### src/rtl/pmem_scheduler.sv
// Single-port physical-memory arbiter between the I-cache (read) and D-cache (read/write).
// D-cache wins contention until it has taken MAX_DSTREAK contended grants in a row.
`timescale 1ns/1ps
module pmem_scheduler #(
  parameter int unsigned MAX_DSTREAK = 4
) (
  input  logic          clk,
  input  logic          reset,
  input  logic          icache_pmem_read,
  input  logic [15:0]   icache_pmem_address,
  input  logic          dcache_pmem_read,
  input  logic          dcache_pmem_write,
  input  logic [15:0]   dcache_pmem_address,
  input  logic [127:0]  dcache_pmem_wdata,
  input  logic          pmem_resp,
  output logic          icache_pmem_resp,
  output logic          dcache_pmem_resp,
  output logic          pmem_read,
  output logic          pmem_write,
  output logic [15:0]   pmem_address,
  output logic [127:0]  pmem_wdata,
  output logic          ld_regs
);

  typedef enum logic [2:0] {IDLE, I_READ, D_READ, D_WRITE, DONE} state_e;

  localparam logic [2:0] STREAK_MAX = 3'(MAX_DSTREAK);

  state_e        state_q, state_d;
  logic [2:0]    dstreak_q, dstreak_d;
  logic [15:0]   addr_q, addr_d;
  logic [127:0]  wdata_q, wdata_d;
  logic          d_req, any_req, d_wins;

  assign d_req   = dcache_pmem_read | dcache_pmem_write;
  assign any_req = d_req | icache_pmem_read;
  assign d_wins  = d_req & ~(icache_pmem_read & (dstreak_q == STREAK_MAX));

  always_comb begin
    state_d   = state_q;
    dstreak_d = dstreak_q;
    addr_d    = addr_q;
    wdata_d   = wdata_q;
    case (state_q)
      IDLE: begin
        if (d_wins) begin
          state_d = dcache_pmem_write ? D_WRITE : D_READ;
          addr_d  = dcache_pmem_address;
          if (dcache_pmem_write) wdata_d = dcache_pmem_wdata;
          if (icache_pmem_read && dstreak_q < STREAK_MAX) dstreak_d = dstreak_q + 3'd1;
        end else if (icache_pmem_read) begin
          state_d   = I_READ;
          addr_d    = icache_pmem_address;
          dstreak_d = 3'd0;
        end
      end
      I_READ, D_READ, D_WRITE: if (pmem_resp) state_d = DONE;
      // turnaround cycle gives the finished cache time to drop its request
      DONE:    state_d = IDLE;
      default: state_d = IDLE;
    endcase
  end

  always_ff @(posedge clk or posedge reset) begin
    if (reset) begin
      state_q   <= IDLE;
      dstreak_q <= 3'd0;
      addr_q    <= 16'h0;
      wdata_q   <= '0;
    end else begin
      state_q   <= state_d;
      dstreak_q <= dstreak_d;
      addr_q    <= addr_d;
      wdata_q   <= wdata_d;
    end
  end

  assign pmem_read        = (state_q == I_READ) | (state_q == D_READ);
  assign pmem_write       = (state_q == D_WRITE);
  assign pmem_address     = addr_q;
  assign pmem_wdata       = wdata_q;
  assign icache_pmem_resp = (state_q == I_READ) & pmem_resp;
  assign dcache_pmem_resp = ((state_q == D_READ) | (state_q == D_WRITE)) & pmem_resp;
  assign ld_regs          = (state_q == IDLE) & ~any_req;

endmodule

### config.mk
export PLATFORM = sky130hd
export DESIGN_NAME = pmem_scheduler
export DESIGN_NICKNAME = d
export VERILOG_FILES = /design/src/rtl/pmem_scheduler.sv
export SDC_FILE = /design/constraint.sdc
export NUM_CORES = 1
export LEC_CHECK = 0
export CAP_MARGIN = 20
export CORE_ASPECT_RATIO = 0.7
export CORE_MARGIN = 2
export CORE_UTILIZATION = 44
export CTS_CLUSTER_SIZE = 10
export DETAILED_ROUTE_END_ITERATION = 10
export GPL_TIMING_DRIVEN = 0
export MAX_ROUTING_LAYER = met4
export PLACE_DENSITY = 0.84
export SYNTH_ARGS = -nofsm -noshare
export SYNTH_HDL_FRONTEND = slang
export SYNTH_SLANG_ARGS = --single-unit
### constraint.sdc
create_clock -name clk -period 10.46 [get_ports clk]
set_clock_uncertainty 0.2 [all_clocks]
set_input_delay 1.569 -clock clk [delete_from_list [all_inputs] [get_ports clk]]
set_output_delay 1.569 -clock clk [all_outputs]
set_load 0.05 [all_outputs]
==> flow_results.xml <==
<?xml version="1.0" encoding="UTF-8"?>
<metrics>
  <group name="status">
    <metric name="run_status" unit="">completed</metric>
  </group>
  <group name="grt">
    <metric name="grt_util_all_layers" unit="%">23.8</metric>
    <metric name="gr-usage-met3" unit="%">8.48</metric>
    <metric name="grt_antenna_before_repair" unit="">0</metric>
    <metric name="globalRouteMet2Util" unit="%">39.6</metric>
    <metric name="globalRouteOverflowTotal" unit="">0</metric>
    <metric name="grt_most_used_layer" unit="">met2</metric>
    <metric name="first_global_vias" unit="">4973</metric>
    <metric name="global_route.usage.met1" unit="%">27.7</metric>
    <metric name="grt_pass1_wl" unit="mm">27.7</metric>
    <metric name="pin_count_of_the_biggest_net_entering_global_routing" unit="">84</metric>
  </group>
  <group name="sta">
    <metric name="tns" unit="ns">0</metric>
    <metric name="post-route-min-period" unit="ns">5.73</metric>
    <metric name="final-hold-violation-count" unit="">0</metric>
    <metric name="worst_slew_pin_slew" unit="ns">0.644</metric>
    <metric name="layout_worst_path_cycle_share" unit="%">54.7</metric>
    <metric name="timing.final.max_slew_violations" unit="">0</metric>
    <metric name="relSlewSlack" unit="%">57.1</metric>
    <metric name="rsz0062_at_grt" unit="">no</metric>
    <metric name="report.final.setup_viol" unit="">0</metric>
    <metric name="timing.fmax" unit="MHz">175</metric>
  </group>
  <group name="floorplan">
    <metric name="die_area" unit="um2">15700</metric>
    <metric name="initial_core_util" unit="%">44.4</metric>
    <metric name="die_width" unit="um">149</metric>
    <metric name="io_pins" unit="">315</metric>
    <metric name="core.rowCount" unit="">37</metric>
    <metric name="die_h" unit="um">105</metric>
    <metric name="core_area" unit="um2">14500</metric>
  </group>
  <group name="yosys">
    <metric name="avgSynthCellArea" unit="um2">16.0</metric>
    <metric name="post_synth_xor_area_fraction" unit="%">0.136</metric>
    <metric name="fraction_of_synthesis_flops_using_an_asynchronous_set_or_reset_pin" unit="%">100</metric>
    <metric name="synth.cell_area" unit="um2">6460</metric>
    <metric name="synth_compound_area_share" unit="%">4.94</metric>
    <metric name="largest_family_of_logic_cells_by_synthesized_area" unit="">multiplexers</metric>
    <metric name="yosys_warnings" unit="">0</metric>
    <metric name="yosysSeqAreaShare" unit="%">58.1</metric>
    <metric name="synth-seq-cells" unit="">150</metric>
    <metric name="syn-instance-count" unit="">403</metric>
    <metric name="synth.distinct_cells" unit="">32</metric>
    <metric name="yosys.area_share.simple" unit="%">3.70</metric>
    <metric name="number_of_flops_mapped_to_enable_cells_by_yosys" unit="">0</metric>
    <metric name="syn_nets" unit="">571</metric>
    <metric name="mux_cell_area_share_after_synthesis" unit="%">28.9</metric>
    <metric name="post_synth_fa_ha_maj_area_fraction" unit="%">0.387</metric>
    <metric name="yosys_most_used_dff" unit="">sky130_fd_sc_hd__dfrtp_1</metric>
  </group>
  <group name="clock_tree">
    <metric name="max-clock-path-buffers" unit="">2</metric>
    <metric name="cts_inserted_buffers" unit="">17</metric>
    <metric name="htree_num_levels" unit="">4</metric>
    <metric name="post_cts_hold_buffer_count" unit="">0</metric>
    <metric name="clock_tree.root_cell" unit="">sky130_fd_sc_hd__clkbuf_16</metric>
    <metric name="tritoncts" unit="">done</metric>
    <metric name="cts.repair.resized" unit="">0</metric>
    <metric name="clock_sinks" unit="">150</metric>
    <metric name="cts_setup_buffers" unit="">0</metric>
    <metric name="clk_transition_reported_paths" unit="ns">0.07</metric>
    <metric name="clk_latency" unit="ns">0.41</metric>
  </group>
  <group name="cells_and_area">
    <metric name="n_antenna_cell" unit="">0</metric>
    <metric name="final_cells" unit="">945</metric>
    <metric name="finalNetCount" unit="">905</metric>
    <metric name="ff_latch_area" unit="um2">3750</metric>
    <metric name="fillers" unit="">959</metric>
    <metric name="areaGrowthSynthToFinish" unit="%">61.4</metric>
    <metric name="drive_above_1_share" unit="%">23.6</metric>
    <metric name="layout.cells.most_common_list" unit="">sky130_fd_sc_hd__clkdlybuf4s50_1, sky130_fd_sc_hd__dfrtp_1, sky130_fd_sc_hd__mux2_4</metric>
    <metric name="mostFrequentLayoutCell" unit="">sky130_fd_sc_hd__clkdlybuf4s50_1</metric>
    <metric name="multi_input_comb_area" unit="um2">2460</metric>
  </group>
  <group name="run">
    <metric name="maxCapViolCount" unit="">0</metric>
  </group>
  <group name="setup_path">
    <metric name="setup.worst_path.end_class" unit="">output pin</metric>
    <metric name="path_delay_family" unit="">buffers and inverters</metric>
    <metric name="worst-path-buf-inv" unit="">4</metric>
    <metric name="critical_path.startpoint_type" unit="">primary input</metric>
    <metric name="max_stage_delay" unit="ns">0.89</metric>
    <metric name="worst-endpoint-required" unit="ns">8.69</metric>
    <metric name="crit_top_cell" unit="">sky130_fd_sc_hd__clkdlybuf4s50_1</metric>
    <metric name="cp_slowest_cell" unit="">sky130_fd_sc_hd__clkdlybuf4s50_1</metric>
    <metric name="arrival" unit="ns">3.96</metric>
    <metric name="path_max_fanout" unit="">10</metric>
    <metric name="crit_type" unit="">in -&gt; out</metric>
    <metric name="ordered_cell_list_for_the_critical_path" unit="">clkdlybuf4s50_1 &gt; or3_1 &gt; buf_2 &gt; clkbuf_1 &gt; nor4_1 &gt; clkdlybuf4s50_1</metric>
  </group>
  <group name="detailed_routing">
    <metric name="routed-via-count" unit="">4702</metric>
    <metric name="detail_route.wirelength" unit="mm">18.1</metric>
    <metric name="route.detailed.vias_per_inst" unit="">4.98</metric>
    <metric name="drc_errors" unit="">0</metric>
    <metric name="detailedRoute.firstIterationViolations" unit="">256</metric>
    <metric name="drt_pre_antenna_iters" unit="">5</metric>
    <metric name="route.antenna.remaining_nets" unit="">0</metric>
    <metric name="avgRoutedWirePerCell" unit="um">19.2</metric>
  </group>
  <group name="power_and_ir_drop">
    <metric name="vdd_ir_drop_max" unit="V">0.000229</metric>
    <metric name="pwr_density_cell" unit="nW/um2">398</metric>
    <metric name="power.static_leakage" unit="nW">4.65</metric>
  </group>
  <group name="placed_design">
    <metric name="globalplace.congestion" unit="">0.873</metric>
    <metric name="io_buffers" unit="">314</metric>
    <metric name="place_inst" unit="">913</metric>
    <metric name="detailed_place_hpwl" unit="mm">13.3</metric>
  </group>
  <group name="worst_hold_path">
    <metric name="min-delay-path-class" unit="">reg -&gt; reg</metric>
  </group>
</metrics>
[final timing paths]
path	start	endpoint	slack [ns]	cells past startpoint
min	pmem_wdata[30]$_DFFE_PP0P_	pmem_wdata[30]$_DFFE_PP0P_	0.30	1
min in group asynchronous	reset	pmem_wdata[104]$_DFFE_PP0P_	1.44	2
max in group asynchronous	reset	pmem_wdata[11]$_DFFE_PP0P_	7.81	3
max reg2reg	dstreak_q[1]$_DFFE_PP0P_	pmem_wdata[81]$_DFFE_PP0P_	8.21	7
max	icache_pmem_read	ld_regs	4.73	6
min reg2reg	pmem_wdata[30]$_DFFE_PP0P_	pmem_wdata[30]$_DFFE_PP0P_	0.30	1
[area by class of cell]
class                      instances  area share [%]
buffer                            28            2.21
clock buffer                      17            4.08
clock inverter                    15            1.14
inverter                           5           0.228
multi-input combinational        220            23.6
sequential                       150            36.0
tap                              195            2.34
timing repair buffer             315            30.4
[sequential cells by signal, indices dropped and copies added, names as in the netlist]
register      cells
dstreak_q         3
pmem_address     16
pmem_wdata      128
state_q           3
[worst reg2reg max path, cell delays in order, from the launching register on]
cell and delay [ns]:
sky130_fd_sc_hd__dfrtp_1 0.41, sky130_fd_sc_hd__inv_1 0.08, sky130_fd_sc_hd__ha_1 0.21, sky130_fd_sc_hd__nand3_2 0.21, sky130_fd_sc_hd__nand3_1 0.20, sky130_fd_sc_hd__buf_4 0.27
sky130_fd_sc_hd__buf_6 0.23, sky130_fd_sc_hd__mux2_4 0.33
[cell families after synthesis]
kind of cell             after synthesis
AO/OA/AOI/OAI                         56
XOR/XNOR                               1
buffers and inverters                 33
multiplexers                         129
AND/OR/NAND/NOR                       32
flip-flops                           150
adder cells (fa/ha/maj)                2
[synthesized netlist by cell type, drive strengths merged, types with 2 or more instances]
master / n / area [um2]
a21oi: 17 / 85.1
a31oi: 17 / 106
buf: 21 / 204
clkbuf: 7 / 26.3
dfrtp: 150 / 3750
ha: 2 / 25.0
inv: 5 / 18.8
mux2: 129 / 1870
nand3: 2 / 15.0
nand3b: 16 / 120
nor2: 3 / 11.3
nor3b: 2 / 15.0
o21ai: 17 / 85.1
o311ai: 2 / 17.5
[power by group]
part | switching [W] | leakage [nW] | internal (W)
Sequential | 0.000178 | 1.76 | 0.000881
Combinational | 0.00149 | 2.64 | 0.00103
Clock | 0.000259 | 0.251 | 0.000308
[stage by stage]
stage                     hold slack, ns  cell area (um2)  power [W]  utilization, %  setup slack (ns)
after floorplan                    0.292             6460    0.00276               -              4.65
after CTS                          0.300            10400    0.00418            71.7              4.76
after global routing               0.314            10400    0.00431            71.7              4.56
final                              0.295            10400    0.00415            71.7              4.73
after detailed placement           0.285             9880    0.00359            68.0              4.79
after global placement             0.278             9850    0.00354            67.7              2.92
[per-layer routing]
metal  routed length [um]  vias to the layer above  part of all wire [%]
li1                     -                     2117                     -
met1                 7140                     2325                    39
met2                 9030                      236                    50
met3                 1620                       24                   9.0
met4                  297                        0                   1.6
met5                    0                        -                     0
No activity file was read; power rests on OpenSTA's default activity.
